[config.mk]
export PLATFORM = sky130hd
export DESIGN_NAME = gate_sequencer
export DESIGN_NICKNAME = d
export VERILOG_FILES = /design/src/rtl/gate_sequencer.sv
export SDC_FILE = /design/constraint.sdc
export NUM_CORES = 1
export LEC_CHECK = 0
export ABC_AREA = 1
export ABC_CLOCK_PERIOD_IN_PS = 3900
export BUFFER_PORTS_ARGS = -buffer_cell sky130_fd_sc_hd__buf_2
export CAP_MARGIN = 20
export CORE_UTILIZATION = 45
export CTS_CLUSTER_DIAMETER = 50
export DETAILED_ROUTE_END_ITERATION = 12
export PLACE_DENSITY = 0.68
export SYNTH_ARGS = -nofsm -noshare
export SYNTH_HDL_FRONTEND = slang
export SYNTH_SLANG_ARGS = --single-unit
[constraint.sdc]
create_clock -name clk -period 3.9 [get_ports clk]
set_input_delay 0.78 -clock clk [delete_from_list [all_inputs] [get_ports clk]]
set_output_delay 0.78 -clock clk [all_outputs]
set_load 0.1 [all_outputs]
[src/rtl/gate_sequencer.sv]
// Sequencer that sweeps all four input vectors of an external 2-input gate,
// samples its output after a programmable settle time and scores it against a latched truth table.
module gate_sequencer #(
  parameter int SETTLE_CYCLES = 2,
  parameter int NUM_PASSES    = 1,
  parameter int ERR_W         = 4
) (
  input  logic             clk,
  input  logic             reset,
  input  logic             start,
  input  logic             abort,
  input  logic [3:0]       truth_table,
  output logic             a_out,
  output logic             b_out,
  input  logic             y_in,
  output logic             busy,
  output logic             done,
  output logic             pass,
  output logic [ERR_W-1:0] err_count,
  output logic [3:0]       fail_vec
);

  localparam int CNT_W  = (SETTLE_CYCLES > 1) ? $clog2(SETTLE_CYCLES + 1) : 1;
  localparam int PASS_W = (NUM_PASSES > 1) ? $clog2(NUM_PASSES) : 1;
  localparam logic [CNT_W-1:0]  SETTLE_LOAD = CNT_W'(SETTLE_CYCLES);
  localparam logic [PASS_W-1:0] LAST_PASS   = PASS_W'(NUM_PASSES - 1);

  typedef enum logic [1:0] {
    S_IDLE,
    S_SETTLE,
    S_SAMPLE,
    S_DONE
  } state_e;

  state_e            state_q, state_d;
  logic [3:0]        table_q, table_d;
  logic [1:0]        idx_q, idx_d;
  logic [PASS_W-1:0] pass_cnt_q, pass_cnt_d;
  logic [CNT_W-1:0]  cnt_q, cnt_d;
  logic [ERR_W-1:0]  err_q, err_d;
  logic [3:0]        fail_q, fail_d;
  logic              pass_q, pass_d;
  logic              done_q, done_d;
  logic [1:0]        ab_q, ab_d;

  // NOTE: every register has a reset value here because the block is small and
  // the outputs must read all-zero immediately after reset.
  always_ff @(posedge clk or posedge reset) begin
    if (reset) begin
      state_q    <= S_IDLE;
      table_q    <= '0;
      idx_q      <= '0;
      pass_cnt_q <= '0;
      cnt_q      <= '0;
      err_q      <= '0;
      fail_q     <= '0;
      pass_q     <= 1'b0;
      done_q     <= 1'b0;
      ab_q       <= '0;
    end else begin
      state_q    <= state_d;
      table_q    <= table_d;
      idx_q      <= idx_d;
      pass_cnt_q <= pass_cnt_d;
      cnt_q      <= cnt_d;
      err_q      <= err_d;
      fail_q     <= fail_d;
      pass_q     <= pass_d;
      done_q     <= done_d;
      ab_q       <= ab_d;
    end
  end

  // NOTE: all next-state signals take their hold value first so no path can
  // leave one unassigned and infer a latch.
  always_comb begin
    state_d    = state_q;
    table_d    = table_q;
    idx_d      = idx_q;
    pass_cnt_d = pass_cnt_q;
    cnt_d      = cnt_q;
    err_d      = err_q;
    fail_d     = fail_q;
    pass_d     = pass_q;
    done_d     = 1'b0;
    ab_d       = ab_q;

    unique case (state_q)
      S_IDLE: begin
        if (start) begin
          state_d    = S_SETTLE;
          table_d    = truth_table;
          err_d      = '0;
          fail_d     = '0;
          pass_d     = 1'b0;
          idx_d      = '0;
          pass_cnt_d = '0;
          ab_d       = 2'b00;
          cnt_d      = SETTLE_LOAD;
        end
      end

      S_SETTLE: begin
        if (abort) begin
          state_d = S_IDLE;
          ab_d    = 2'b00;
        end else begin
          cnt_d = cnt_q - CNT_W'(1);
          if (cnt_q == CNT_W'(1)) state_d = S_SAMPLE;
        end
      end

      S_SAMPLE: begin
        // Abort takes priority and throws away this edge's comparison.
        if (abort) begin
          state_d = S_IDLE;
          ab_d    = 2'b00;
        end else begin
          if (y_in != table_q[idx_q]) begin
            fail_d[idx_q] = 1'b1;
            if (err_q != {ERR_W{1'b1}}) err_d = err_q + ERR_W'(1);
          end
          if (idx_q == 2'd3 && pass_cnt_q == LAST_PASS) begin
            state_d = S_DONE;
            ab_d    = 2'b00;
          end else begin
            idx_d   = idx_q + 2'd1;
            ab_d    = idx_q + 2'd1;
            cnt_d   = SETTLE_LOAD;
            state_d = S_SETTLE;
            if (idx_q == 2'd3) pass_cnt_d = pass_cnt_q + PASS_W'(1);
          end
        end
      end

      S_DONE: begin
        done_d  = 1'b1;
        pass_d  = (err_q == '0);
        state_d = S_IDLE;
      end

      default: state_d = S_IDLE;
    endcase
  end

  assign a_out     = ab_q[1];
  assign b_out     = ab_q[0];
  assign busy      = (state_q != S_IDLE);
  assign done      = done_q;
  assign pass      = pass_q;
  assign err_count = err_q;
  assign fail_vec  = fail_q;

endmodule
==> results of run 1 <==
-- through the flow --
step / power [mW] / hold slack (ns)
2_1_floorplan: 0.710 / 0.453
3_3_place_gp: 0.778 / 0.473
3_5_place_dp: 0.785 / 0.484
4_1_cts: 0.898 / 0.504
5_1_grt: 0.961 / 0.528
6_report: 0.893 / 0.498
-- flip-flops by register name, summed over array words and instances, names as in the netlist --
| name | cells |
|---|---|
| table_q | 4 |
| cnt_q | 2 |
| fail_vec | 4 |
| ab_q | 2 |
| err_count | 4 |
| done | 1 |
| state_q | 2 |
| idx_q | 2 |
| pass | 1 |
| pass_cnt_q | 1 |
-- placed cells by master, fill, tap and decap left out, types with 3 or more instances in the layout --
cell type and instances:
o21ai_1 6, inv_1 14, nand3_1 11, nand4_1 4, buf_2 21, o21ai_0 11
nand2_2 4, dfrtp_1 23, clkbuf_4 3, nand3_2 3, nand2_1 26, nor2_1 11
ha_1 7, mux2_2 4
-- power by group through the flow --
| stage | combinational, mW | sequential [mW] | clock [mW] |
|---|---|---|---|
| CTS | 0.443 | 0.340 | 0.115 |
| floorplan | 0.248 | 0.462 | 0 |
| global route | 0.486 | 0.350 | 0.125 |
| detailed placement | 0.440 | 0.345 | 0 |
| finish | 0.441 | 0.340 | 0.111 |
| global placement | 0.434 | 0.344 | 0 |
-- critical path, cell delays in order (launching register included) --
cell     delay, ns
dfrtp_1       0.50
nor2_1        0.10
inv_1         0.08
buf_2         0.42
-- layer usage --
metal / GRT usage / vias up
li1: - / 494
met1: 0.234 / 457
met2: 0.296 / 35
met3: 0.0254 / 7
met4: 0.0877 / 0
met5: 0 / -
-- worst paths after layout --
kind | from | endpoint | slack [ns] | cells after the start
setup / recovery | state_q[1] | busy | 1.70 | 3
hold / removal | cnt_q[0] | cnt_q[0] | 0.50 | 1
setup reg to reg | state_q[1] | idx_q[1] | 2.38 | 8
hold reg to reg | cnt_q[0] | cnt_q[0] | 0.50 | 1
max in group asynchronous | reset | cnt_q[1] | 2.77 | 2
min in group asynchronous | reset | err_count[2] | 0.61 | 2
-- cell type report --
cell class | count | area, um2 | area share
clock buffers | 4 | 26.3 | 0.0193
well taps | 30 | 37.5 | 0.0276
inverters | 17 | 65.1 | 0.0479
repair buffers | 21 | 105 | 0.0773
flip-flops and latches | 23 | 576 | 0.424
multi-input cells | 95 | 549 | 0.404
-- cell families (layout without fill, tap and decap cells) --
group,Yosys count,count (layout),synth area share
flops,23,23,0.481
xor+xnor,1,1,0.00732
fa+ha+maj,7,7,0.0731
simple gates,62,62,0.248
compound gates,21,21,0.0930
mux,4,4,0.0376
buf+inv,18,42,0.0606
==> summary.md, run 1 <==
The number of unique standard cell types used by synthesis was 22; the time the final worst path needs with I/O delays and setup was 2.20 ns. The largest net degree at the start of global routing is 24, and the worst-case setup margin in the final layout is 1.70 ns. The synthesized area per cell was 8.80 um2; the share of power burned in combinational logic was 0.494. After synthesis the netlist holds a flip-flop and latch count of 23. The floorplan core area came out at 2500 um2.

For the placed instance count, the log shows 186. The most used flip-flop cell after synthesis is dfrtp_1. Dividing total power by cell area gives a power density of 657 nW/um2. The die is 53.6 um tall.

The logs give 0.481 for the fraction of the yosys area taken by sequential cells and 893 for the number of global-route vias before repair. The number of setup buffers added after CTS is 0. The number of enable flip-flop cells after synthesis was 0; the count of H-tree levels built during CTS was 1. Using the TritonRoute via totals, the vias-per-cell ratio works out to 5.23. The most used standard cell by instance count after synthesis is nand2_1. The logs give 0 for the number of max-cap violations and 1.05 mm for the length of routed met2 wiring. The starting utilization of the core area is 0.479. Routed length per placed instance: 11.9 um. The cell sitting at the root of the clock tree is a clkbuf_4. For this run, the number of standard cells in the final layout without fillers is 190.

After floorplanning, the core was divided into 18 placement rows. The run gives 0.181 as the total routing usage reported by global routing. Synthesis produced a netlist whose cell count is 136. The startpoint type of the worst setup path was a flop. Summed over all cells, the static leakage comes to 0.727 nW. Synthesis produced a netlist with a net count of 152. The die covers 2870 um2. Number of hold buffers added after cts: 0.

Data on the critical path arrives at its endpoint at 1.42 ns. The relative slew slack was 0.439. For the worst setup path, the data required time is 3.12 ns. The tools report the switching power of the nets as 0.452 mW. In this run the remaining antenna-violating nets after routing total 0.

Derived from the worst setup path, the maximum achievable clock frequency is 455 MHz. The Yosys step of the flow raised 0 warnings. Along the worst path, the maximum fanout reaches 7.

The share of total power consumed by net switching came out at 0.506. The first detailed-routing pass ran for 4 iterations. The core utilization of the finished layout is 0.544. The first global-routing pass estimated 3.65 mm of wire.

The final-layout fill cell count came out at 228. During placement, the flow inserted port buffers numbering 21. The final-report setup violation count is 0, and the die extent in x is 53.6 um. The path category of the worst min-delay check is reg -> reg. By area the synthesized netlist is led by dfrtp_1, nand2_1, ha_1, nand3_1, o21ai_0. dfrtp_1 takes more of the synthesized area than any other cell. The count of instances resized after the clock tree is built was 0; the total I/O pin count was 22. For this block, wires on met1 add up to 1.05 mm. The share of synthesized flip-flops with an asynchronous set or reset is 1.00.

For the sequential fraction of design power, the log shows 0.381. The run gives 1200 um2 as the cell area after synthesis. Across all layers, the routed design uses 993 vias. The proportion of layout cells with a drive suffix above 1 is 0.250.

The clock network power share came out at 0.125. The placed instance area is 1330 um2, and the count of pins over their slew limit is 0. Compared with the post-synthesis result, the final layout area differs by 13.5%.

Setup repair after global routing left no endpoint under its margin. Summing all non-filler instances in the final layout gives an area of 1360 um2. The number of clock sinks seen by CTS came out at 23. Critical path class: reg -> out. The tools report the residual overflow from global routing as 0. The run gives 1.71 mm as the sum of net half-perimeters after detailed placement. IR analysis of the VDD net gives a maximum drop of 484 uV.

The net count of the finished layout is 177. TritonCTS built the clock tree. In this run, the number of DRC markers left after iteration 0 of detailed routing was 27. Clock latency on the worst-skew pair, taken at its later pin, is 0.32 ns. Sorting the synthesized cells by how often they occur yields nand2_1, dfrtp_1, inv_1. The clock transition time at the flip-flop clock pins of the worst setup and hold paths was 0.12 ns; the number of antenna violations at the first check in global routing was 0.

The congestion estimate from routability-driven global placement came to 0.762. The top-area cell type share of the netlist area is 0.481. The routed wire length is 2.27 mm. The clock arrives with 0.00394 ns of skew. The tools report the accumulated negative setup slack as 0 ns. After detailed routing, the number of remaining DRC violations is 0.

In this run the deepest clock path goes through 2 buffers. The internal power component is 0.441 mW. The flow ran to the end, and the final reports show no timing, DRC or antenna violations.

The tools report the post-place setup slack as 2.07 ns. Signal routing reaches up to met4. The worst setup path is captured at a primary output. The slew at the pin closest to its max-slew limit was 0.841 ns. 0 antenna diodes ended up in the layout.

The logs give 124 um for the routed length on met3 and 3 for the number of buffers added by the clock tree synthesis step. The count of endpoints failing hold in the final timing report is 0, and the share of the cycle needed by the critical path after routing is 0.564.
Power figures use the tool's default switching activity.
==> run 2: changes to the inputs <==
- ABC_CLOCK_PERIOD_IN_PS: 3900 -> 2100
- clock period: 3.9 -> 2.1 ns (I/O delays scaled with it)
==> run 2 against run 1 <==
Clock power is 85% higher; via count fell by 1.0%; worst setup slack got worse by 1.4 ns; die area stayed put; sequential share of layout area decreased by 0.23 points; register-to-register slack lost 1.8 ns; cell count is 0.53% higher; clock skew hardly changed; worst hold slack worse by 0.38 ns; sequential cell count stayed put; power rose by 85%; critical endpoint unchanged; largest power group unchanged.
==> summary.md, run 2 (same netlist as run 1, synthesis figures left out) <==
The run finished with clean final reports. The tools report the number of placement rows as 18 (unchanged). The mean number of vias per cell is 5.15 (-1.5%). Proportion of layout cells with a drive suffix above 1: 0.255 (+0.00466). The worst setup path is captured at a primary output. Residual overflow from global routing: 0 (unchanged). For the switching power of the nets, the log shows 0.832 mW (+84%). Critical path class: reg -> out. The die outline area was 2870 um2 (unchanged); the arrival time of the worst setup path was 1.40 ns (-0.02 ns). The routed length per placed instance was 11.2 um (-6.0%).

The power consumption was 1.65 mW (+85%). The global-route wire length before repair is 3.58 mm (-1.9%). The logs give 0.821 mW (+86%) for the internal power component and 0 (unchanged) for the number of antenna violations at the first check in global routing.

The logs give 0.479 (unchanged) for the starting utilization of the core area and 0 (unchanged) for the count of instances resized after the clock tree is built. The final-report setup violation count is 0 (unchanged), and the share of the cycle needed by the critical path after routing is 0.866. Signal routing reaches up to met4.

The tools report the number of max-cap violations as 0 (unchanged). The count of pins over their slew limit was 0 (unchanged); the top fanout value on the critical path was 7 (unchanged). The floorplan core area is 2500 um2 (unchanged). The number of buffers added by the clock tree synthesis step was 3 (unchanged); the sequential fraction of design power was 0.384 (+0.003).

The run gives 0.31 ns (about the same) as the latest clock arrival within the worst-skew pair. The run gives 0.791 (+3.9%) as the last weighted congestion value of the routability-driven placer. TritonCTS built the clock tree. The number of global-route vias before repair was 866 (-3.0%); the routed length on met3 was 127 um (+2.4%). The total I/O pin count is 22 (unchanged). The final-layout fill cell count was 236 (+3.5%). The library cell used most frequently in the layout, excluding fill and tap cells, is nand2_1. The logs give 0.00372 ns (-0.000228 ns) for the final clock skew and 0 (unchanged) for the count of antenna-violating nets left after detailed routing. The count of endpoints failing hold in the final timing report is 0 (unchanged). The routed wire length was 2.14 mm (-5.5%). The fmax is 550 MHz.

The violation count after the first detailed-routing iteration is 32 (+19%). The slew at the pin closest to its max-slew limit is 0.491 ns (-0.350 ns). The maximum vdd ir drop was 828 uV (+71%). The share of total power consumed by net switching was 0.503 (-0.00265); the quantity of I/O buffers inserted on ports was 21 (unchanged). The worst-case clock buffer depth is 2 (unchanged).

The tools report the master cell of the clock root buffer as clkbuf_4. The number of clock sinks seen by CTS was 23 (unchanged). Subtracting the final worst setup slack from the clock period gives 1.82 ns. For the number of hold buffers added after cts, the log shows 0 (unchanged). The tools report the relative slew slack as 0.675 (+0.236). The clock transition time at the flip-flop clock pins of the worst setup and hold paths works out to 0.12 ns (about the same).

The tools report the number of detailed-routing iterations run before antenna repair as 4 (unchanged). Count of H-tree levels built during CTS: 1 (unchanged). The clock network power share is 0.124 (about the same). The power density over the cells works out to 1210 nW/um2 (+84%).

The length of routed met2 wiring was 957 um (-8.7%); the overall die height was 53.6 um (unchanged). The via count was 983 (-1.0%); the buffers inserted during post-CTS setup optimization was 0 (unchanged). The tightest min-delay check is of the in -> async type. The share of power burned in combinational logic is 0.492 (-0.002), and the post-route DRC violation count is 0 (unchanged).

The sum of net half-perimeters after detailed placement is 1.66 mm (-3.2%). The logs give 24 (unchanged) for the largest net degree at the start of global routing and 0.174 (-0.00702) for the total routing usage reported by global routing. The met1 routed wirelength after detailed routing is 1.02 mm (-2.2%), and the synthesis-to-layout area growth is 14.1%. For the required time of the worst setup path, the log shows 1.68 ns (-1.44 ns). Setup repair after global routing left no endpoint under its margin.

For the accumulated negative setup slack, the log shows 0 ns (unchanged). Die extent in x: 53.6 um (unchanged). The run gives 0 (unchanged) as the number of antenna diodes. In the layout the commonest cells are nand2_1, dfrtp_1, buf_2.

The number of nets in the layout is 178 (+0.56%). The worst setup path is launched from a flop. The leakage power came out at 0.732 nW (+0.66%).
## run 2: cell count changes in the layout (fill, tap and decap cells not counted)
| cell | delta |
|---|---|
| buf_4 | +1 |
## run 2: stage by stage
step	util	hold WS [ns]	instances	setup WS, ns	area (um2)
3_5_place_dp	0.536	0.478	187	0.643	1340
6_report	0.547	0.115	191	0.282	1370
5_1_grt	0.547	0.155	191	0.201	1370
3_3_place_gp	0.536	0.472	187	0.658	1340
2_1_floorplan	-	0.422	136	0.224	1200
4_1_cts	0.547	0.131	191	0.284	1370
## run 2: worst paths after layout
kind	startpoint	end	slack, ns	cells after the start
min	reset	table_q[1]	0.11	3
min in group clk	truth_table[1]	table_q[1]	0.33	2
max	state_q[1]	busy	0.28	3
max reg2reg	state_q[1]	idx_q[1]	0.60	8
max in group asynchronous	reset	ab_q[1]	1.75	3
min reg2reg	cnt_q[0]	cnt_q[0]	0.50	1
## run 2: power groups by stage
stage / clock network (mW) / registers (mW) / logic (mW)
finish: 0.205 / 0.635 / 0.813
global route: 0.230 / 0.651 / 0.897
CTS: 0.209 / 0.635 / 0.819
detailed placement: 0 / 0.645 / 0.816
global placement: 0 / 0.638 / 0.808
floorplan: 0 / 0.858 / 0.461
## run 2: cell type report
type / count / area, um2 / share of cell area
Sequential cell: 23 / 576 / 0.421
Multi-Input combinational cell: 95 / 549 / 0.402
Timing Repair Buffer: 22 / 113 / 0.0824
Inverter: 17 / 65.1 / 0.0476
Tap cell: 30 / 37.5 / 0.0275
Clock buffer: 4 / 26.3 / 0.0192
## run 2: per-layer routing
layer,global-route usage,vias to the layer above
li1,-,497
met1,0.233,449
met2,0.273,33
met3,0.0282,4
met4,0.0833,0
met5,0,-
## run 2: worst max-delay path, stage by stage (launching register included)
cell and delay (ns):
dfrtp_1 0.49, nor2_1 0.10, inv_1 0.08, buf_2 0.42
==> run 3: changes to the inputs <==
- CORE_UTILIZATION: 45 -> 52
- PLACE_DENSITY: 0.68 -> 0.76
==> run 3 against run 2 <==
Via count is 2.7% higher; utilization is 7.6 points higher; global-route usage is 4.3 points higher; count of clock-buffer cells in the layout stayed put; critical path type unchanged; power is 0.77% higher; clock power is 2% lower; fmax is 0.89% lower; combinational power is 2% higher; register-to-register slack worse by 0.04 ns; worst setup slack worse by 0.016 ns.
==> summary.md, run 3 (same netlist as run 1, synthesis figures left out) <==
The run gives 194 (-18%) as the final-layout fill cell count. The internal power component is 0.823 mW (+0.18%), and the share of the cycle needed by the critical path after routing is 0.873 (+0.00778). The tools report the required time of the worst setup path as 1.68 ns (about the same). The number of hold buffers added after cts came out at 0 (unchanged).

For the residual overflow from global routing, the log shows 0 (unchanged). Number of max-cap violations: 0 (unchanged). The number of placement rows came out at 17 (-1). The master cell of the clock root buffer is clkbuf_4. The tools report the number of detailed-routing iterations run before antenna repair as 5 (+1).

The tools report the startpoint type of the worst setup path as a flop. Switching power of the nets: 0.843 mW (+1.4%). The floorplan core area is 2190 um2 (-12%), and the leakage power is 0.732 nW (unchanged). The sequential fraction of design power is 0.383 (about the same), and the final cell area excluding filler cells is 1360 um2 (-0.18%).

The leading cell type in the layout, fill and taps excluded is nand2_1. Post-place setup slack: 0.619 ns (-0.0248 ns). The final clock skew was 0.00144 ns (-0.00227 ns); the total routing usage reported by global routing was 0.217 (+0.0430). The sum of net half-perimeters after detailed placement came out at 1.74 mm (+5.1%). The worst setup path is captured at a primary output. The overall die height is 50.0 um (-6.7%).

The slew at the pin closest to its max-slew limit was 0.485 ns (-0.00575 ns); the number of clock sinks seen by CTS was 23 (unchanged). For the count of endpoints failing hold in the final timing report, the log shows 0 (unchanged). The number of buffers added by the clock tree synthesis step was 3 (unchanged). The tools report the last weighted congestion value of the routability-driven placer as 0.791 (about the same).

The relative slew slack was 0.679 (+0.00381); the worst-case clock buffer depth was 2 (unchanged). The placed instance area was 1340 um2 (-0.19%). The worst reg2reg path depth works out to 8 (unchanged). The logs give 545 MHz (-0.89%) for the fmax and 0 (unchanged) for the final-report setup violation count. The run finished with clean final reports.

The global-route wire length before repair is 3.98 mm (+11%), and the power density over the cells is 1220 nW/um2 (+0.95%). Time the final worst path needs with I/O delays and setup: 1.83 ns (+0.0163 ns). The run gives 0.31 ns (about the same) as the latest clock arrival within the worst-skew pair. The logs give 1.67 mW (+0.77%) for the power consumption and 1 (unchanged) for the count of H-tree levels built during CTS.

The logs give 0.56 ns (-0.04 ns) for the worst-case register-to-register setup slack and 0.266 ns (-0.0163 ns) for the worst-case setup margin in the final layout. The share of power burned in combinational logic came out at 0.497 (+0.005). The run gives 0 (unchanged) as the count of antenna-violating nets left after detailed routing. The logs give 1,001 (+16%) for the number of global-route vias before repair and 22 (unchanged) for the total I/O pin count. The worst register-to-register path ends at idx_q[1]. In this run the critical register-to-register path is launched from state_q[1]. The routed length per placed instance was 12.2 um (+8.7%).

For the number of nets in the layout, the log shows 178 (unchanged). The critical path class was reg -> out. TritonCTS built the clock tree. Setup repair after global routing left no endpoint under its margin. Buffers inserted during post-CTS setup optimization: 0 (unchanged). The minimum hold slack was 0.124 ns (+0.00923 ns); the top fanout value on the critical path was 7 (unchanged). In this run the worst hold path is classified as in -> async. The quantity of I/O buffers inserted on ports works out to 21 (unchanged). The tools report the number of antenna diodes as 0 (unchanged). The core utilization of the finished layout was 0.623 (+0.0760); the arrival time of the worst setup path was 1.41 ns (about the same). The tools report the violation count after the first detailed-routing iteration as 20 (-38%).

Final instance count without filler cells: 189 (-1.0%). Routed wire length: 2.31 mm (+7.6%). The mean number of vias per cell was 5.34 (+3.8%); the count of pins over their slew limit was 0 (unchanged). The die outline area is 2500 um2 (-13%). The maximum vdd ir drop is 903 uV (+9.1%), and the starting utilization of the core area is 0.547 (+0.0676).

Largest net degree at the start of global routing: 24 (unchanged). The run gives 185 (-1.1%) as the placed instance count. For the clock network power share, the log shows 0.120 (-0.004). Leaving out fill and tap cells, the most frequent cells in the layout are nand2_1, dfrtp_1, buf_2.

The via count is 1,010 (+2.7%). The run gives 0 (unchanged) as the number of antenna violations at the first check in global routing. The clock transition time at the flip-flop clock pins of the worst setup and hold paths is 0.12 ns (about the same).

Proportion of layout cells with a drive suffix above 1: 0.255 (unchanged). The die extent in x was 50.0 um (-6.7%); the post-route DRC violation count was 0 (unchanged). The share of total power consumed by net switching works out to 0.506 (+0.00291).

The synthesis-to-layout area growth is 13.9%, and the accumulated negative setup slack is 0 ns (unchanged). The tools report the count of instances resized after the clock tree is built as 0 (unchanged).
[run 3: cell counts in the layout (fill, tap and decap cells not counted)]
No cell type changed its count.
[run 3: power groups by stage]
stage          logic, mW  clock network, mW  registers, mW
2_1_floorplan      0.461                  0          0.858
5_1_grt            0.906              0.226          0.650
4_1_cts            0.831              0.210          0.634
6_report           0.829              0.200          0.638
3_5_place_dp       0.828                  0          0.642
3_3_place_gp       0.805                  0          0.637
[run 3: cell type report]
cell class | count | area, um2 | share of cell area
multi-input cells | 95 | 549 | 0.403
well taps | 28 | 35.0 | 0.0257
clock buffers | 4 | 26.3 | 0.0193
inverters | 17 | 65.1 | 0.0477
repair buffers | 22 | 113 | 0.0826
flip-flops and latches | 23 | 576 | 0.422
[run 3: worst max-delay path by stage]
stage,from,slack (ns),depth (start not counted),to
after floorplan,err_count[0],0.22,7,err_count[3]
after global routing,state_q[1],0.18,3,busy
after detailed placement,state_q[1],0.62,8,idx_q[1]
after global placement,state_q[1],0.66,3,busy
final,state_q[1],0.27,3,busy
after CTS,state_q[1],0.27,3,busy
[run 3: critical path, cell delays in order (launching register included)]
cell and delay, ns:
dfrtp_1 0.50, nor2_1 0.10, inv_1 0.08, buf_2 0.42
[run 3: layer usage]
| layer | vias to the layer above | track usage | share of wire |
|---|---|---|---|
| met3 | 7 | 0.0463 | 0.028 |
| met2 | 18 | 0.380 | 0.50 |
| met4 | 0 | 0.129 | 0.026 |
| li1 | 496 | - | - |
| met5 | - | 0 | 0 |
| met1 | 489 | 0.235 | 0.44 |
